==> config.mk <==
export PLATFORM = sky130hd
export DESIGN_NAME = alici_verici_carpici
export DESIGN_NICKNAME = d
export VERILOG_FILES = /design/src/rtl/alici_verici_carpici_pkg.sv /design/src/rtl/alici_verici_carpici_carpici.sv /design/src/rtl/alici_verici_carpici.sv
export SDC_FILE = /design/constraint.sdc
export NUM_CORES = 1
export LEC_CHECK = 0
export ABC_AREA = 1
export ABC_CLOCK_PERIOD_IN_PS = 1300
export BUFFER_PORTS_ARGS = -buffer_cell sky130_fd_sc_hd__clkbuf_2
export CAP_MARGIN = 20
export CELL_PAD_IN_SITES_DETAIL_PLACEMENT = 1
export CELL_PAD_IN_SITES_GLOBAL_PLACEMENT = 1
export CORE_MARGIN = 3
export CORE_UTILIZATION = 42
export DETAILED_ROUTE_END_ITERATION = 16
export GPL_TIMING_DRIVEN = 0
export PLACE_DENSITY_LB_ADDON = 0.1
export SYNTH_ARGS = -nofsm -noshare
export SYNTH_HDL_FRONTEND = slang
export SYNTH_SLANG_ARGS = --single-unit
export TNS_END_PERCENT = 50
==> constraint.sdc <==
create_clock -name clk -period 1.3 [get_ports clk]
set_clock_uncertainty 0.05 [all_clocks]
set_input_delay 0.065 -clock clk [delete_from_list [all_inputs] [get_ports clk]]
set_output_delay 0.065 -clock clk [all_outputs]
set_load 0.05 [all_outputs]
==> src/rtl/alici_verici_carpici_pkg.sv <==
// Shared constants for the bit-serial receive/multiply/transmit block.
// Frame layout is derived entirely from the operand width W.
package alici_verici_carpici_pkg;

  localparam int W_DEFAULT = 3;

  // Slot boundaries as functions of an arbitrary width, so a top-level
  // override of W keeps the whole frame map consistent.
  function automatic int frame_len(input int w);
    return 3 * w + 2;
  endfunction

  function automatic int rx_last(input int w);
    return 2 * w - 1;
  endfunction

  function automatic int idle_slot(input int w);
    return 2 * w;
  endfunction

  function automatic int mul_slot(input int w);
    return 2 * w + 1;
  endfunction

  function automatic int tx_first(input int w);
    return 2 * w + 2;
  endfunction

  function automatic int tx_last(input int w);
    return 3 * w + 1;
  endfunction

  localparam int FRAME_LEN = frame_len(W_DEFAULT);
  localparam int RX_LAST   = rx_last(W_DEFAULT);
  localparam int IDLE_SLOT = idle_slot(W_DEFAULT);
  localparam int MUL_SLOT  = mul_slot(W_DEFAULT);
  localparam int TX_FIRST  = tx_first(W_DEFAULT);
  localparam int TX_LAST   = tx_last(W_DEFAULT);

  // Frame phase decoded from the slot counter.
  typedef enum logic [1:0] {
    PH_RX   = 2'd0,
    PH_IDLE = 2'd1,
    PH_MUL  = 2'd2,
    PH_TX   = 2'd3
  } phase_e;

endpackage

==> src/rtl/alici_verici_carpici_carpici.sv <==
// Combinational multiplier returning the product truncated to W bits.
module carpici
  import alici_verici_carpici_pkg::*;
#(
  parameter int W = W_DEFAULT
) (
  input  logic [W-1:0] a,
  input  logic [W-1:0] b,
  output logic [W-1:0] p
);

  // Operands and result are all W bits wide, so the multiply is evaluated
  // at W bits and the upper product bits fall away naturally.
  assign p = a * b;

endmodule

==> src/rtl/alici_verici_carpici.sv <==
// Bit-serial receive/multiply/transmit block. A free-running frame shifts
// two W-bit operands in on rx (MSB first), multiplies them, and shifts the
// W-bit truncated product out on tx (MSB first). Frame alignment comes only
// from reset release: the first edge after rst_n rises is slot 0.
module alici_verici_carpici
  import alici_verici_carpici_pkg::*;
#(
  parameter int W = W_DEFAULT
) (
  input  logic clk,
  input  logic rst_n,
  input  logic rx,
  output logic tx
);

  localparam int FL = frame_len(W);
  localparam int SW = $clog2(FL);
  localparam int IW = (W > 2) ? $clog2(W) : 1;

  localparam logic [SW-1:0] S_LAST     = SW'(FL - 1);
  localparam logic [SW-1:0] S_RX_LAST  = SW'(rx_last(W));
  localparam logic [SW-1:0] S_MUL      = SW'(mul_slot(W));
  localparam logic [SW-1:0] S_TX_FIRST = SW'(tx_first(W));
  localparam logic [SW-1:0] S_TX_LAST  = SW'(tx_last(W));

  logic [SW-1:0]  slot;
  logic [2*W-1:0] sr;
  logic [W-1:0]   prod;
  logic [W-1:0]   p;
  phase_e         phase;
  logic [IW-1:0]  bit_idx;

  carpici #(.W(W)) u_carpici (
    .a (sr[2*W-1:W]),
    .b (sr[W-1:0]),
    .p (p)
  );

  // Decode the current slot into its frame phase.
  always_comb begin
    phase = PH_IDLE;
    if (slot <= S_RX_LAST)       phase = PH_RX;
    else if (slot == S_MUL)      phase = PH_MUL;
    else if (slot >= S_TX_FIRST) phase = PH_TX;
  end

  // Product bit to present next: the edge ending slot TX_FIRST+k loads bit W-2-k.
  always_comb begin
    bit_idx = IW'(W - 2 - int'(slot - S_TX_FIRST));
  end

  // Free-running slot counter, wrapping at the end of the frame.
  always_ff @(posedge clk or negedge rst_n) begin
    if (!rst_n)              slot <= '0;
    else if (slot == S_LAST) slot <= '0;
    else                     slot <= slot + SW'(1);
  end

  // Shift rx in MSB first during receive slots; A lands in the upper half.
  always_ff @(posedge clk or negedge rst_n) begin
    if (!rst_n)               sr <= '0;
    else if (phase == PH_RX)  sr <= {sr[2*W-2:0], rx};
  end

  // Capture the product once per frame and serialise it onto tx; the first
  // bit comes straight from the multiplier so tx is valid in TX_FIRST.
  always_ff @(posedge clk or negedge rst_n) begin
    if (!rst_n) begin
      prod <= '0;
      tx   <= 1'b0;
    end else if (phase == PH_MUL) begin
      prod <= p;
      tx   <= p[W-1];
    end else if (phase == PH_TX && slot != S_TX_LAST) begin
      tx   <= prod[bit_idx];
    end else begin
      tx   <= 1'b0;
    end
  end

endmodule

==> metrics.md, run 1 <==
| Metric | Value |
|---|---|
| Status | `finished clean` |
| DR WL/cell | `13.6 um` |
| Period utilization | `0.953` |
| DRT Pass-1 Iters | `4` |
| Max clock buf depth | `2` |
| Placed insts | `94` |
| H-tree depth | `1` |
| ANT cells | `0` |
| Reg power frac | `0.601` |
| Met1 usage | `0.225` |
| Mapped Cells | `76` |
| Vias in the first global route | `~540` |
| Clock network power share | `0.302` |
| Buffers on Ports | `3` |
| Switching Share | `0.235` |
| Reg2reg start | `sr[3]` |
| Area growth from synthesis to layout | `19.0%` |
| Distinct cells, synth | `17` |
| R2R setup slack | `0.06 ns` |
| Total number of vias | `551` |
| Initial DRC Count | `3` |
| Sequential share of the synthesized area | `0.526` |
| #FFs+latches synth | `14` |
| Multi-input logic area | `roughly 300 um2` |
| Grt met3 use | `0.0356` |
| Syn_area_per_cell | `roughly 8.8 um2` |
| CTS root buffer | `clkbuf_4` |
| LEAKAGE | `roughly 0.39 nW` |
| Setup violators final | `0` |
| Pin count of the biggest net entering global routing | `15` |
| Final hold vios | `0` |
| Tot GR Track Use | `0.176` |
| Fmax | `807 MHz` |
| CP max-delay cell | `dfrtp_1` |
| Initial core utilization | `0.476` |
| Worst hold-check path type | `input pin to async pin` |
| Worst reg-to-reg path cell count | `10` |
| GPL Wtd Cong | `0.725` |
| Slew @ Worst Pin | `0.349 ns` |
| NetSw | `about 0.00018 W` |
| CTS tree | `built` |
| Non-filler cells, final | `103` |
| # rows | `13` |
| Fillers | `approximately 170` |
| Comb power frac | `0.098` |
| Vias per cell | `~5.3` |
| Die area | `2100 um2` |
| I/O pins | `4` |
| Clk sinks | `14` |
| Startpoint types | `flip-flop` |
| Period minus WS final | `1.24 ns` |
| Max-cap violations | `0` |
| Bufs and invs on worst path | `3` |
| First-pass GRT wire length | `2450 um` |
| Worst hold margin | `0.168 ns` |
| Yosys Warn Count | `0` |
| Synth Cell Area | `666 um2` |
| Fin. max-slew vios | `0` |
| CP required | `1.47 ns` |
| Worst setup EP type | `flip-flop` |
| Final net count | `94` |
| Cell Pwr Density | `982 nW/um2` |
| Core area | `1400 um2` |
| Skew-Pair Late Insertion Delay | `0.28 ns` |
| Initial antenna violation count | `0` |
| RSZ-0062 raised after global routing | `true` |
| Register Area | `350 um2` |
| Reg clk slew, reported paths | `0.08 ns` |
| Dpl hpwl | `953 um` |
| Global route hottest layer | `met2` |
| Antenna Nets Post-Route | `0` |
| IR drop worst, VDD | `between 0.0007 and 0.0008 V` |
| Power Internal | `approximately 0.00059 W` |
| CP max stage delay | `0.40 ns` |
| Post-Syn Nets | `80` |
| Delay-heaviest family, CP | `simple AND/OR/NAND/NOR gates` |
| Slew Limit Headroom | `0.768` |
| Final WL | `1400 um` |
| Layout cells sized above 1 | `0.295` |
| CTS Buf Count | `3` |
| Path type of the worst setup path | `flip-flop to flip-flop` |
| Overflow after GRT | `0` |
| Die extent in y | `45.8 um` |
| Largest fanout on the critical path | `2` |
| Grt met2 use | `0.248` |
| Worst r2r dst | `prod[2]` |
| DR DRC count | `0` |
| Crit path DAT | `1.41 ns` |
| Die W | `45.8 um` |
| Cells along the critical path | `nand2_1 > inv_1 > ha_2 > inv_2 > nand3_2 > nand2_2 > inv_2 > nand2_2 > nand3_2 > nand2_1` |
[power by group through the flow]
stage | clock [W] | combinational, W | sequential [W]
final | 0.000235 | 0.0000759 | 0.000467
after global routing | 0.000271 | 0.0000883 | 0.000470
after CTS | 0.000247 | 0.0000700 | 0.000466
after detailed placement | 0 | 0.0000497 | 0.000480
after global placement | 0 | 0.0000467 | 0.000479
after floorplan | 0 | 0.0000324 | 0.000474
[what timing repair did]
item | in CTS | in global routing
gates resized for setup | 0 | 8
pin swaps | 0 | 6
cloned | 0 | 0
hold buffers | 2 | 0
setup buffers | 4 | 0
setup endpoints to repair | 2 | 2
hold endpoints to repair | 15 | 0
[cell usage after synthesis, drive strengths merged]
cell type  count  area [um2]
nand2         29         116
dfrtp         14         350
inv            9        33.8
nor2           6        30.0
nand3          5        25.0
mux2           4        45.0
a21oi          2        10.0
nor3           2        15.0
o21ai          2        10.0
ha             1        12.5
xnor2          1        8.76
xor2           1        8.76
[worst max path at each step]
stage / depth (start not counted) / slack (ns) / end / startpoint
floorplan: 9 / 0.11 / prod[2] / sr[0]
global placement: 9 / -0.007 / tx / sr[0]
detailed placement: 9 / -0.04 / tx / sr[0]
CTS: 9 / 0.009 / tx / sr[4]
global route: 10 / -0.05 / prod[2] / sr[4]
finish: 10 / 0.06 / prod[2] / sr[3]
[kinds of logic (layout without fill, tap and decap cells)]
logic type,count (synthesis),after routing,share of synthesized area
AOI/OAI and AO/OA,4,4,0.0301
xor gates and xnor gates,2,2,0.0263
adders and majority gates,1,1,0.0188
buffers and inverters,9,21,0.0507
DFF,14,14,0.526
muxes,4,4,0.0677
and+or+nand+nor,42,42,0.280
[cells in the final DEF (no fill, tap or decap), types with 2 or more instances in the layout]
master         count
a21oi_1            2
buf_4              4
clkbuf_2           3
clkbuf_4           3
dfrtp_1           14
dlygate4sd3_1      2
inv_1              4
inv_2              5
mux2_1             4
nand2_1           23
nand2_2            6
nand3_1            3
nand3_2            2
nor2_1             5
[layer usage]
| metal | routed length (um) | vias up |
|---|---|---|
| met5 | 0 | - |
| met4 | 48 | 0 |
| met3 | 44 | 4 |
| met2 | 637 | 10 |
| met1 | 670 | 272 |
| li1 | - | 265 |
[sequential cells by signal, summed over array words and instances, names as in the netlist]
| signal | flops |
|---|---|
| prod | 3 |
| slot | 4 |
| sr | 6 |
| tx | 1 |
[cell type report]
cell class              instances  share of cell area
clock buffers                   3              0.0284
inverters                       9              0.0427
multi-input cells              53               0.381
flip-flops and latches         14               0.442
well taps                      15              0.0237
repair buffers                  9              0.0821
[per-stage QoR]
stage	TNS, ns	cell area [um2]	worst slack [ns]	utilization	total power (W)
finish	0	792	0.0612	0.566	0.000777
global route	-0.0646	792	-0.0460	0.566	0.000829
CTS	0	772	0.00861	0.552	0.000783
detailed placement	-0.0761	699	-0.0383	0.500	0.000530
global placement	-0.00721	699	-0.00721	0.500	0.000526
floorplan	0	666	0.107	-	0.000506
Power figures use the tool's default switching activity.
==> run 2: changes to the inputs <==
--- a/config.mk
+++ b/config.mk
@@ -16,6 +16,7 @@
 export DETAILED_ROUTE_END_ITERATION = 16
 export GPL_TIMING_DRIVEN = 0
 export PLACE_DENSITY_LB_ADDON = 0.1
+export SLEW_MARGIN = 20
 export SYNTH_ARGS = -nofsm -noshare
 export SYNTH_HDL_FRONTEND = slang
 export SYNTH_SLANG_ARGS = --single-unit
==> constraint.sdc (replaced) <==
create_clock -name clk -period 1.3 [get_ports clk]
set_clock_uncertainty 0.05 [all_clocks]
set_input_delay 0.13 -clock clk [delete_from_list [all_inputs] [get_ports clk]]
set_output_delay 0.13 -clock clk [all_outputs]
set_load 0.05 [all_outputs]
==> run 2 against run 1 <==
Flip-flop and latch count stayed put. Die area stayed put. Clock power hardly changed. Maximum frequency is 0.63% higher. Setup slack better by 0.0078 ns. Combinational power is 3.7% lower. Highest routed layer unchanged. Critical path depth stayed put. Global-route usage is 0.41 points lower. Critical path type unchanged.
==> metrics.md, run 2 (synthesized netlist as in run 1, its figures left out) <==
| Metric | Value |
|---|---|
| Grt met3 use | `0.0356 (unchanged)` |
| Status | `finished clean (unchanged)` |
| Worst r2r dst | `prod[2] (unchanged)` |
| R2R setup slack | `0.07 ns (was 0.06 ns)` |
| Met1 usage | `0.223 (was 0.225)` |
| Hold Path Origin | `rx` |
| Worst setup EP type | `flip-flop (unchanged)` |
| CTS tree | `built (unchanged)` |
| Path type of the worst setup path | `flip-flop to flip-flop (unchanged)` |
| Layout cells sized above 1 | `0.299 (was 0.295)` |
| Placed inst area | `699 um2 (unchanged)` |
| Fmax | `812 MHz (was 807 MHz)` |
| Placed insts | `94 (unchanged)` |
| Die W | `45.8 um (unchanged)` |
| DR DRC count | `0 (unchanged)` |
| Initial core utilization | `0.476 (unchanged)` |
| Buffers on Ports | `3 (unchanged)` |
| First-pass GRT wire length | `2390 um (was 2450 um)` |
| Cell Pwr Density | `990 nW/um2 (was 982 nW/um2)` |
| Final net count | `93 (was 94)` |
| Skew-Pair Late Insertion Delay | `0.28 ns (about the same)` |
| Overflow after GRT | `0 (unchanged)` |
| ANT cells | `0 (unchanged)` |
| # rows | `13 (unchanged)` |
| Setup violators final | `0 (unchanged)` |
| Multi-input logic area | `302 um2 (unchanged)` |
| Final WL | `1370 um (was 1400 um)` |
| Period minus WS final | `1.23 ns (was 1.24 ns)` |
| Period utilization | `0.947 (was 0.953)` |
| Slew Limit Headroom | `0.768 (about the same)` |
| Initial antenna violation count | `0 (unchanged)` |
| Hold depth | `2` |
| Bufs and invs on worst path | `3 (unchanged)` |
| Register Area | `350 um2 (unchanged)` |
| Reg2reg start | `sr[3] (unchanged)` |
| Non-filler cells, final | `102 (was 103)` |
| Largest reg by FF count | `sr (unchanged)` |
| Die area | `2100 um2 (unchanged)` |
| I/O pins | `4 (unchanged)` |
| Crit path DAT | `1.40 ns (was 1.41 ns)` |
| Delay-heaviest family, CP | `simple AND/OR/NAND/NOR gates (unchanged)` |
| RSZ-0062 raised after global routing | `true (unchanged)` |
| CP max stage delay | `0.40 ns (about the same)` |
| DR WL/cell | `13.4 um (was 13.6 um)` |
| Global route hottest layer | `met2 (unchanged)` |
| Initial DRC Count | `3 (unchanged)` |
| Commonest non-fill, non-tap cell in the layout | `nand2_1 (unchanged)` |
| Reg clk slew, reported paths | `0.08 ns (about the same)` |
| Pin count of the biggest net entering global routing | `15 (unchanged)` |
| Vias per cell | `5.25 (was 5.35)` |
| Max-cap violations | `0 (unchanged)` |
| IR drop worst, VDD | `0.000703 V (was 0.000701 V)` |
| DRT Pass-1 Iters | `4 (unchanged)` |
| Fillers | `167 (unchanged)` |
| Most frequent cells in the layout | `nand2_1 (23), dfrtp_1 (14), nand2_2 (6) (unchanged)` |
| Hold worst-path end | `sr[0]` |
| H-tree depth | `1 (unchanged)` |
| LEAKAGE | `0.391 nW (was 0.395 nW)` |
| Vias in the first global route | `529 (was 542)` |
| Fin. max-slew vios | `0 (unchanged)` |
| Top flop regs | `sr: 6 flops, slot: 4 flops, prod: 3 flops (unchanged)` |
| Worst reg-to-reg path cell count | `10 (unchanged)` |
| Clk sinks | `14 (unchanged)` |
| Slew @ Worst Pin | `0.349 ns (about the same)` |
| Max clock buf depth | `2 (unchanged)` |
| CTS Buf Count | `3 (unchanged)` |
| GPL Wtd Cong | `0.725 (unchanged)` |
| Cells along the critical path | `nand2_1 > inv_1 > ha_2 > inv_2 > nand3_2 > nand2_2 > inv_2 > nand2_2 > nand3_2 > nand2_1 (unchanged)` |
| Final hold vios | `0 (unchanged)` |
| CTS root buffer | `clkbuf_4 (unchanged)` |
| Max reg flops | `6 (unchanged)` |
| Tot GR Track Use | `0.172 (was 0.176)` |
| Die extent in y | `45.8 um (unchanged)` |
| Startpoint types | `flip-flop (unchanged)` |
| Total number of vias | `535 (was 551)` |
| Setup TNS | `0 ns (unchanged)` |
| Dpl hpwl | `953 um (unchanged)` |
| Grt met2 use | `0.237 (was 0.248)` |
| CP max-delay cell | `dfrtp_1 (unchanged)` |
| CP required | `1.47 ns (about the same)` |
| Worst hold-check path type | `input pin to flip-flop (was input pin to async pin)` |
| Core area | `1400 um2 (unchanged)` |
| Largest fanout on the critical path | `2 (unchanged)` |
| Area growth from synthesis to layout | `17.5% (was 19.0%)` |
| Final Cell Area | `782 um2 (was 792 um2)` |
| Antenna Nets Post-Route | `0 (unchanged)` |
[run 2: what timing repair did]
item / 4_1_cts / 5_1_grt
hold buffers: 1 / 0
resized for setup: 0 / 8
setup buffers: 4 / 0
setup endpoints to repair: 2 / 2
hold endpoints to repair: 14 / 0
pin swaps: 0 / 5
cloned: 0 / 0
[run 2: stage by stage]
stage | util | total power [W] | hold slack (ns) | setup slack [ns]
global route | 0.559 | 0.000826 | 0.0151 | -0.0460
finish | 0.559 | 0.000774 | 0.0117 | 0.0689
global placement | 0.500 | 0.000526 | -0.00186 | -0.00721
CTS | 0.545 | 0.000781 | 0.00401 | 0.00861
floorplan | - | 0.000506 | -0.216 | 0.107
detailed placement | 0.500 | 0.000530 | 0.00429 | -0.0383
[run 2: final cells by class]
class / count / area share
clock buffer: 3 / 0.0288
inverter: 9 / 0.0432
multi-input combinational: 53 / 0.386
sequential: 14 / 0.448
tap: 15 / 0.0240
timing repair buffer: 8 / 0.0704
[run 2: report_power, final]
part | leakage [nW] | switching, W | total (W) | internal (W)
Sequential | 0.167 | 0.0000134 | 0.000467 | 0.000454
Clock | 0.0138 | 0.000127 | 0.000234 | 0.000107
Combinational | 0.209 | 0.0000412 | 0.0000731 | 0.0000319
[run 2: worst max path at each step]
stage	start	to	slack, ns	cells past startpoint
CTS	sr[4]	tx	0.009	9
global route	sr[4]	prod[2]	-0.05	10
global placement	sr[0]	tx	-0.007	9
detailed placement	sr[0]	tx	-0.04	9
finish	sr[3]	prod[2]	0.07	10
floorplan	sr[0]	prod[2]	0.11	9
[run 2: metal layers]
| metal | vias up | part of all wire |
|---|---|---|
| met2 | 9 | 0.44 |
| met3 | 4 | 0.031 |
| met5 | - | 0 |
| met1 | 259 | 0.49 |
| met4 | 0 | 0.034 |
| li1 | 263 | - |
==> run 3: changes to the inputs <==
--- a/config.mk
+++ b/config.mk
@@ -7,7 +7,7 @@
 export LEC_CHECK = 0
 export ABC_AREA = 1
 export ABC_CLOCK_PERIOD_IN_PS = 1300
-export BUFFER_PORTS_ARGS = -buffer_cell sky130_fd_sc_hd__clkbuf_2
+export BUFFER_PORTS_ARGS = -buffer_cell sky130_fd_sc_hd__buf_4
 export CAP_MARGIN = 20
 export CELL_PAD_IN_SITES_DETAIL_PLACEMENT = 1
 export CELL_PAD_IN_SITES_GLOBAL_PLACEMENT = 1
==> run 3 against run 2 <==
Via count is 1.9% lower. Clock power hardly changed. Combinational power rose by 3.3%. Register-to-register slack barely moved. Utilization is 0.45 points higher. Sequential power is essentially flat. Largest cell class unchanged.
==> metrics.md, run 3 (synthesized netlist as in run 1, its figures left out) <==
| Metric | Value |
|---|---|
| Power Internal | `0.000595 W (was 0.000593 W)` |
| Layout cells sized above 1 | `0.299 (unchanged)` |
| RSZ-0062 raised after global routing | `true (unchanged)` |
| DR DRC count | `0 (unchanged)` |
| Vias in the first global route | `555 (was 529)` |
| Reg power frac | `0.603 (about the same)` |
| Top flop regs | `sr: 6 flops, slot: 4 flops, prod: 3 flops (unchanged)` |
| Worst r2r dst | `tx (was prod[2])` |
| CTS tree | `built (unchanged)` |
| Grt met3 use | `0.0356 (unchanged)` |
| Area growth from synthesis to layout | `18.4% (was 17.5%)` |
| Clk sinks | `14 (unchanged)` |
| Vias per cell | `5.15 (was 5.25)` |
| Die extent in y | `45.8 um (unchanged)` |
| Worst reg-to-reg path cell count | `6 (was 10)` |
| CP max stage delay | `0.39 ns (was 0.40 ns)` |
| Hold worst-path end | `sr[0] (unchanged)` |
| Max-cap violations | `0 (unchanged)` |
| Bufs and invs on worst path | `1 (was 3)` |
| IR drop worst, VDD | `0.000491 V (was 0.000703 V)` |
| Tot GR Track Use | `0.183 (was 0.172)` |
| Fin. max-slew vios | `0 (unchanged)` |
| GPL Wtd Cong | `0.765 (was 0.725)` |
| Worst hold-check path type | `input pin to flip-flop (unchanged)` |
| Hold depth | `2 (unchanged)` |
| H-tree depth | `1 (unchanged)` |
| Startpoint types | `flip-flop (unchanged)` |
| Period minus WS final | `1.24 ns (was 1.23 ns)` |
| Switching Share | `0.232 (was 0.234)` |
| Final hold vios | `0 (unchanged)` |
| Fmax | `807 MHz (was 812 MHz)` |
| Slew @ Worst Pin | `0.273 ns (was 0.349 ns)` |
| Slew Limit Headroom | `0.817 (was 0.768)` |
| Pin count of the biggest net entering global routing | `15 (unchanged)` |
| Die area | `2100 um2 (unchanged)` |
| Status | `finished clean (unchanged)` |
| Buffers on Ports | `3 (unchanged)` |
| # rows | `13 (unchanged)` |
| Largest fanout on the critical path | `4 (was 2)` |
| Clock network power share | `0.300 (was 0.302)` |
| Global route hottest layer | `met2 (unchanged)` |
| Commonest non-fill, non-tap cell in the layout | `nand2_1 (unchanged)` |
| Largest reg by FF count | `sr (unchanged)` |
| CTS root buffer | `clkbuf_4 (unchanged)` |
| Placed inst area | `707 um2 (was 699 um2)` |
| Initial core utilization | `0.476 (unchanged)` |
| Grt met2 use | `0.279 (was 0.237)` |
| Overall power | `0.000774 W (about the same)` |
| Core area | `1400 um2 (unchanged)` |
| Most frequent cells in the layout | `nand2_1 (24), dfrtp_1 (13), buf_4 (7) (was nand2_1 (23), dfrtp_1 (14), nand2_2 (6))` |
| Dpl hpwl | `946 um (was 953 um)` |
| Crit path DAT | `1.35 ns (was 1.40 ns)` |
| Initial antenna violation count | `0 (unchanged)` |
| CP required | `1.41 ns (was 1.47 ns)` |
| R2R setup slack | `0.06 ns (was 0.07 ns)` |
| Comb power frac | `0.098 (was 0.094)` |
| Hold Path Origin | `rx (unchanged)` |
| Final net count | `93 (unchanged)` |
| NetSw | `0.000179 W (was 0.000181 W)` |
| Worst path most repeated cell | `nand2_1` |
| Reg2reg start | `sr[4] (was sr[3])` |
| Total number of vias | `525 (was 535)` |
| Skew-Pair Late Insertion Delay | `0.27 ns (was 0.28 ns)` |
| Die W | `45.8 um (unchanged)` |
| Cell Pwr Density | `982 nW/um2 (was 990 nW/um2)` |
| Final WL | `1460 um (was 1370 um)` |
| First-pass GRT wire length | `2570 um (was 2390 um)` |
| DRT Pass-1 Iters | `3 (was 4)` |
| Overflow after GRT | `0 (unchanged)` |
| CP max-delay cell | `dfrtp_1 (unchanged)` |
| CTS Buf Count | `3 (unchanged)` |
| Reg clk slew, reported paths | `0.08 ns (about the same)` |
| Max reg flops | `6 (unchanged)` |
| Crit path launch | `sr[4] (was sr[3])` |
| Path type of the worst setup path | `flip-flop to flip-flop (unchanged)` |
| Max clock buf depth | `2 (unchanged)` |
| Setup violators final | `0 (unchanged)` |
| Antenna Nets Post-Route | `0 (unchanged)` |
| LEAKAGE | `0.391 nW (about the same)` |
| Cells along the critical path | `buf_4 > nand2_1 > xnor2_1 > nand2_2 > nand3_2 > nand2_1 (was nand2_1 > inv_1 > ha_2 > inv_2 > nand3_2 > nand2_2 > inv_2 > nand2_2 > nand3_2 > nand2_1)` |
| Worst setup EP type | `flip-flop (unchanged)` |
| Delay-heaviest family, CP | `flip-flops (was simple AND/OR/NAND/NOR gates)` |
| Period utilization | `0.953 (was 0.947)` |
| ANT cells | `0 (unchanged)` |
| I/O pins | `4 (unchanged)` |
| Final Cell Area | `788 um2 (was 782 um2)` |
| Met1 usage | `0.232 (was 0.223)` |
| Initial DRC Count | `4 (was 3)` |
| DR WL/cell | `14.4 um (was 13.4 um)` |
-- run 3: cell count changes in the layout (fill, tap and decap cells not counted) --
cell	before	now
nand2_2	6	5
dfrtp_2	0	1
dfrtp_1	14	13
clkbuf_2	3	0
nand2_1	23	24
buf_4	4	7
-- run 3: what timing repair did --
item | CTS | global route
hold endpoints to repair | 14 | 0
pin swaps | 1 | 3
gates resized for setup | 2 | 6
endpoints found under the setup margin | 2 | 2
hold buffers | 1 | 0
buffers inserted | 4 | 0
-- run 3: area by class of cell --
type,count,area [um2]
clock buffers,3,22.5
fillers,169,611
inverters,9,33.8
multi-input cells,53,299
well taps,15,18.8
flip-flops and latches,14,352
repair buffers,8,62.6
-- run 3: worst max path at each step --
stage / depth (start not counted) / slack [ns] / endpoint
2_1_floorplan: 9 / 0.11 / prod[2]
3_5_place_dp: 9 / -0.05 / tx
5_1_grt: 6 / -0.04 / tx
6_report: 6 / 0.06 / tx
3_3_place_gp: 9 / -0.006 / tx
4_1_cts: 9 / 0.004 / tx
-- run 3: power by group through the flow --
stage,Clock (W),Sequential [W],Combinational (W)
CTS,0.000247,0.000466,0.0000699
detailed placement,0,0.000479,0.0000511
finish,0.000232,0.000467,0.0000755
floorplan,0,0.000474,0.0000324
global placement,0,0.000479,0.0000486
global route,0.000272,0.000470,0.0000864
-- run 3: routing by layer --
layer  vias up  wire (um)
met4         0         44
li1        260          -
met1       254        702
met3         5         39
met5         -          0
met2         6        677
-- run 3: stage by stage --
step | instances | hold slack [ns] | utilization | worst slack, ns | TNS, ns
floorplan | 76 | -0.216 | - | 0.107 | 0
global placement | 94 | -0.0635 | 0.505 | -0.00588 | -0.00588
detailed placement | 94 | -0.0611 | 0.505 | -0.0527 | -0.0923
CTS | 102 | 0.00401 | 0.555 | 0.00441 | 0
global route | 102 | 0.0188 | 0.564 | -0.0391 | -0.0714
finish | 102 | 0.0244 | 0.564 | 0.0612 | 0
